## src/rtl/bus_arbiter_rx.sv

```systemverilog
// Round-robin owner and receiver of a shared tristate bus.
// Grants one driver at a time through a one-hot enable, samples the bus
// at the end of the grant, and then holds every enable low for a fixed
// number of turnaround cycles. This gap keeps two drivers from ever
// overlapping on the wire.
module bus_arbiter_rx #(
    parameter int N_MASTERS    = 4,
    parameter int WIDTH        = 16,
    parameter int GRANT_CYCLES = 1,
    parameter int TURNAROUND   = 1
) (
    input  logic                         clk,
    input  logic                         rst_n,
    input  logic [N_MASTERS-1:0]         req,
    output logic [N_MASTERS-1:0]         en,
    input  logic [WIDTH-1:0]             bus,
    output logic [WIDTH-1:0]             data_out,
    output logic [$clog2(N_MASTERS)-1:0] src_id,
    output logic                         valid,
    output logic [N_MASTERS-1:0]         ack
);

    localparam int ID_W    = $clog2(N_MASTERS);
    localparam int CNT_MAX = (GRANT_CYCLES > TURNAROUND) ? GRANT_CYCLES : TURNAROUND;
    localparam int CNT_W   = (CNT_MAX > 1) ? $clog2(CNT_MAX) : 1;

    typedef enum logic [1:0] {
        IDLE  = 2'd0,
        GRANT = 2'd1,
        TURN  = 2'd2
    } state_t;

    state_t                 state_r, state_s;
    logic [CNT_W-1:0]       cnt_r, cnt_s;
    logic [ID_W-1:0]        last_r, last_s;   // most recent winner; also the active grantee
    logic [ID_W-1:0]        pick_s;
    logic [N_MASTERS-1:0]   en_s, ack_s;
    logic [WIDTH-1:0]       data_s;
    logic [ID_W-1:0]        src_s;
    logic                   valid_s;

    // Convert a master index into its one-hot enable pattern.
    function automatic logic [N_MASTERS-1:0] onehot(input logic [ID_W-1:0] idx);
        logic [N_MASTERS-1:0] v;
        v      = {N_MASTERS{1'b0}};
        v[idx] = 1'b1;
        return v;
    endfunction

    // Find the first requester strictly after 'last', wrapping around.
    // When nothing is requested, 'last' is returned unchanged.
    function automatic logic [ID_W-1:0] rr_pick(input logic [N_MASTERS-1:0] r,
                                                input logic [ID_W-1:0]      last);
        logic [ID_W-1:0] w;
        logic            found;
        int              idx;
        w     = last;
        found = 1'b0;
        for (int i = 1; i <= N_MASTERS; i++) begin
            idx = int'(last) + i;
            if (idx >= N_MASTERS) begin
                idx = idx - N_MASTERS;
            end else begin
                idx = idx;
            end
            if (!found && r[idx]) begin
                found = 1'b1;
                w     = ID_W'(idx);
            end else begin
                found = found;
            end
        end
        return w;
    endfunction

    assign pick_s = rr_pick(req, last_r);

    // Next-state and next-output logic for the IDLE / GRANT / TURN sequence.
    always_comb begin
        state_s = state_r;
        cnt_s   = cnt_r;
        last_s  = last_r;
        en_s    = en;
        data_s  = data_out;
        src_s   = src_id;
        valid_s = 1'b0;
        ack_s   = {N_MASTERS{1'b0}};
        case (state_r)
            IDLE: begin
                if (|req) begin
                    last_s  = pick_s;
                    en_s    = onehot(pick_s);
                    cnt_s   = {CNT_W{1'b0}};
                    state_s = GRANT;
                end else begin
                    en_s    = {N_MASTERS{1'b0}};
                end
            end
            GRANT: begin
                // The grantee's request is not consulted; a started grant always completes.
                if (cnt_r == CNT_W'(GRANT_CYCLES - 1)) begin
                    data_s  = bus;
                    src_s   = last_r;
                    valid_s = 1'b1;
                    ack_s   = onehot(last_r);
                    en_s    = {N_MASTERS{1'b0}};
                    cnt_s   = {CNT_W{1'b0}};
                    state_s = TURN;
                end else begin
                    cnt_s   = cnt_r + CNT_W'(1);
                end
            end
            TURN: begin
                en_s = {N_MASTERS{1'b0}};
                if (cnt_r == CNT_W'(TURNAROUND - 1)) begin
                    cnt_s   = {CNT_W{1'b0}};
                    state_s = IDLE;
                end else begin
                    cnt_s   = cnt_r + CNT_W'(1);
                end
            end
            default: begin
                en_s    = {N_MASTERS{1'b0}};
                cnt_s   = {CNT_W{1'b0}};
                state_s = IDLE;
            end
        endcase
    end

    // State and registered outputs; reset releases the bus immediately.
    always_ff @(posedge clk or negedge rst_n) begin
        if (!rst_n) begin
            state_r  <= IDLE;
            cnt_r    <= {CNT_W{1'b0}};
            last_r   <= ID_W'(N_MASTERS - 1);
            en       <= {N_MASTERS{1'b0}};
            data_out <= {WIDTH{1'b0}};
            src_id   <= {ID_W{1'b0}};
            valid    <= 1'b0;
            ack      <= {N_MASTERS{1'b0}};
        end else begin
            state_r  <= state_s;
            cnt_r    <= cnt_s;
            last_r   <= last_s;
            en       <= en_s;
            data_out <= data_s;
            src_id   <= src_s;
            valid    <= valid_s;
            ack      <= ack_s;
        end
    end

endmodule

```

## config.mk

```make
export PLATFORM = sky130hd
export DESIGN_NAME = bus_arbiter_rx
export DESIGN_NICKNAME = d
export VERILOG_FILES = /design/src/rtl/bus_arbiter_rx.sv
export SDC_FILE = /design/constraint.sdc
export NUM_CORES = 1
export LEC_CHECK = 0
export CORE_MARGIN = 2
export CORE_UTILIZATION = 45
export CTS_CLUSTER_SIZE = 40
export DETAILED_ROUTE_END_ITERATION = 8
export GPL_TIMING_DRIVEN = 0
export PLACE_DENSITY = 0.76
export SLEW_MARGIN = 20
export SYNTH_ARGS = -nofsm -noshare
export SYNTH_HDL_FRONTEND = slang
export SYNTH_SLANG_ARGS = --single-unit
export TNS_END_PERCENT = 5
```

## constraint.sdc

```tcl
create_clock -name clk -period 5 [get_ports clk]
set_input_delay 0.75 -clock clk [delete_from_list [all_inputs] [get_ports clk]]
set_output_delay 0.75 -clock clk [all_outputs]
set_load 0.005 [all_outputs]
```

==> results.md <==
- Outcome: finished clean
- Final wirelength: around 3.2 mm
- Max-Cap Viols: 0
- Initial Util: 46.5%
- RSZ-0062 raised after global routing: false
- Post-synth net total: 141
- CP max FO: 10
- Synth Area in XOR/XNOR: 0%
- Commonest non-fill, non-tap cell in the layout: clkdlybuf4s50_1
- Min Clock Period, post-route: between 2 and 2.5 ns
- Tcrit/Tclk final: a little under 50%
- CP delay by family, top: flip-flops
- Most frequent cells in the layout: clkdlybuf4s50_1, dfrtp_1, mux2_2
- Max-slew violation count: 0
- Clk sinks: 31
- TritonCTS buffer count: 5
- CTS clk-pin slew, worst paths: around 0.09 ns
- Placed Area: around 2100 sq um
- CP peak stage delay: between 0.6 and 0.7 ns
- Setup WS post-layout: between 2 and 3 ns
- Post-Syn Area per Cell: around 13 sq um
- Synth Area in Compound Gates: a little over 7%
- LEAKAGE: between 0.8 and 0.9 nW
- Non-filler cells, final: 216
- CORE AREA: 3310 sq um
- Worst-path cell chain: buf_4, inv_2, ha_1, mux4_2, nor2b_4, nor2_4, mux2i_2, o21a_1
- Max VDD drop: 0.000320 V
- Synth Area in Simple Gates: roughly 14%
- Power Density: approximately 620 nW/um^2
- Worst rel slew slack: 55.8%
- Post-CTS setup buffers: 0
- Tightest Pin Transition: around 0.66 ns
- Worst r2r src: last_r[0]$_DFFE_PN1P_
- Post-CTS Resized: 0
- Hold Vio Cnt, Final: 0
- Largest net degree at the start of global routing: 32
- Post-synth top area cell: dfrtp_1
- DR pass1 iterations: 4
- CTS root buffer: clkbuf_4
- Setup CP Type: register to register
- DP Cell Count: ~210
- Mapped Area: between 1500 and 2000 sq um
- Dominant synthesized flop cell: dfrtp_1
- WL per Instance: between 10 and 15 microns
- Rows: 21
- Flops & latches, synth: 31
- Fin Setup TNS: 0 ns
- Fill count: 265
- Distinct cells, synth: 41
- Crit path buffers/inverters: 2
- FF/Latch Area: between 700 and 800 sq um
- Mux contribution to synthesized area: 20.7%
- Initial antenna violation count: 0
- Synth top area share: between 40% and 50%
- Die width: 62.5 microns
- First DRT Iteration DRCs: 19
- Register area share after synthesis: 50.5%
- EDFF count, synth: 0
- Multi-input logic area: 693 sq um
- Total grt overflow: 0
- Antenna cell count: 0
- Worst EP required: ~5.3 ns
- Reg2reg setup slack: roughly 2.5 ns
- Final net count: ~200
- Worst Setup End Kind: register
- Via count: about 1100
- Final ANT Viol Nets: 0
- Worst hold slack: 0.448 ns
- Max frequency: approximately 400 MHz
- Top area cells in the synthesized netlist: dfrtp_1, mux2_2, mux4_2
- DIE AREA: 3910 sq um
- Vias in the first global route: around 1100
- DR vias/cell: ~5.2
- Clk buf depth: 2
- Syn-to-layout area delta: 39.6%
- Routability cong.: between 0.8 and 0.9
- Worst r2r dst: last_r[0]$_DFFE_PN1P_
- First-pass GRT wire length: roughly 5.4 mm
- DIE HEIGHT: 62.5 microns
- CTS HTree Levels: 2
- Min-Delay Path Class: primary input to asynchronous set/reset pin
- Final Skew: 0.00738 ns
- CTS Hold Buffers Added: 0
- Drt drc: 0
- Post-synth ARST share: between 90% and 100%
- IO Port Bufs: 47
- Synth warn: 0
- Main combinational cell family by area after synthesis: multiplexers
- Cell depth of the worst flop-to-flop path: 8
- Top Ports: about 50
- Global-route usage over all layers: 17.8%
- Place WS: around 2.4 ns
- Final setup fails: 0
- Worst path slowest cell: dfstp_2
- Design Area, Final: between 2000 and 2500 sq um
- Clock latency on the worst-skew pair: 0.32 ns
- Arrival time of the worst setup path: 2.74 ns
- Adder-Cell Fraction of Synth Area: approximately 3.2%
- TritonCTS clock tree: built
- CP startpoint kind: register
- Post-DP HPWL: ~2.3 mm
- Share of layout cells above drive strength 1: between 30% and 40%
- Mapped Cells: 115
-- how the worst max path moves through the flow --
| stage | cells after the start | endpoint | slack, ns | startpoint |
|---|---|---|---|---|
| after floorplan | 8 | last_r[0]$_DFFE_PN1P_ | 2.80 | last_r[0]$_DFFE_PN1P_ |
| after CTS | 8 | last_r[0]$_DFFE_PN1P_ | 2.52 | last_r[0]$_DFFE_PN1P_ |
| after global placement | 6 | en[0]$_DFF_PN0_ | 2.39 | req[3] |
| after detailed placement | 6 | en[1]$_DFF_PN0_ | 2.37 | req[3] |
| after global routing | 8 | last_r[0]$_DFFE_PN1P_ | 2.35 | last_r[0]$_DFFE_PN1P_ |
| final | 8 | last_r[0]$_DFFE_PN1P_ | 2.53 | last_r[0]$_DFFE_PN1P_ |
-- registers in the layout (all words and copies together), names as in the netlist --
name	flops
ack	4
state_r	2
valid	1
en	4
src_id	2
last_r	2
data_out	16
-- Yosys cell counts (3+ instances only) --
cell type / count
nor4_1: 3
mux4_2: 3
buf_2: 4
nor3_1: 3
a21oi_1: 3
mux2_2: 18
and2_1: 4
ha_1: 4
dfrtp_1: 29
inv_1: 3
-- final cells by class --
cell class / instances / share of cell area, %
clock inverter: 2 / 1.63
timing repair buffer: 47 / 21.7
inverter: 4 / 0.698
tap: 46 / 2.68
multi-input combinational: 71 / 32.2
buffer: 9 / 2.50
sequential: 31 / 36.2
clock buffer: 6 / 2.39
-- power by group --
group / leakage (nW) / switching (mW) / internal, mW / total (mW)
Combinational: 0.462 / 0.283 / 0.420 / 0.703
Sequential: 0.376 / 0.0700 / 0.370 / 0.440
Clock: 0.0482 / 0.0813 / 0.118 / 0.199
Total: 0.886 / 0.434 / 0.908 / 1.34
-- worst reg2reg max path, cell delays in order, from the launching register on --
cell and delay [ns]:
dfstp_2 0.64, buf_4 0.23, inv_2 0.10, ha_1 0.38, mux4_2 0.34, nor2b_4 0.16, nor2_4 0.11, mux2i_2 0.30
o21a_1 0.17
-- cell families (layout without fill, tap and decap cells) --
logic type,count (synthesis),count (layout)
AND/OR/NAND/NOR,30,30
buffers and inverters,13,68
multiplexers,25,25
adder cells (fa/ha/maj),4,4
flip-flops,31,31
AO/OA/AOI/OAI,12,12
-- layer usage --
| layer | wire, microns | GRT usage, % |
|---|---|---|
| met5 | 0 | 0 |
| met4 | 74 | 9.44 |
| met3 | 226 | 6.13 |
| met2 | 1510 | 28.8 |
| met1 | 1370 | 20.8 |
-- per-stage QoR --
step | power, mW | utilization (%)
after floorplan | 0.860 | -
after global placement | 1.13 | 62.5
after detailed placement | 1.15 | 62.3
after CTS | 1.36 | 64.9
after global routing | 1.44 | 64.9
final | 1.34 | 64.9
Power figures use the tool's default switching activity.
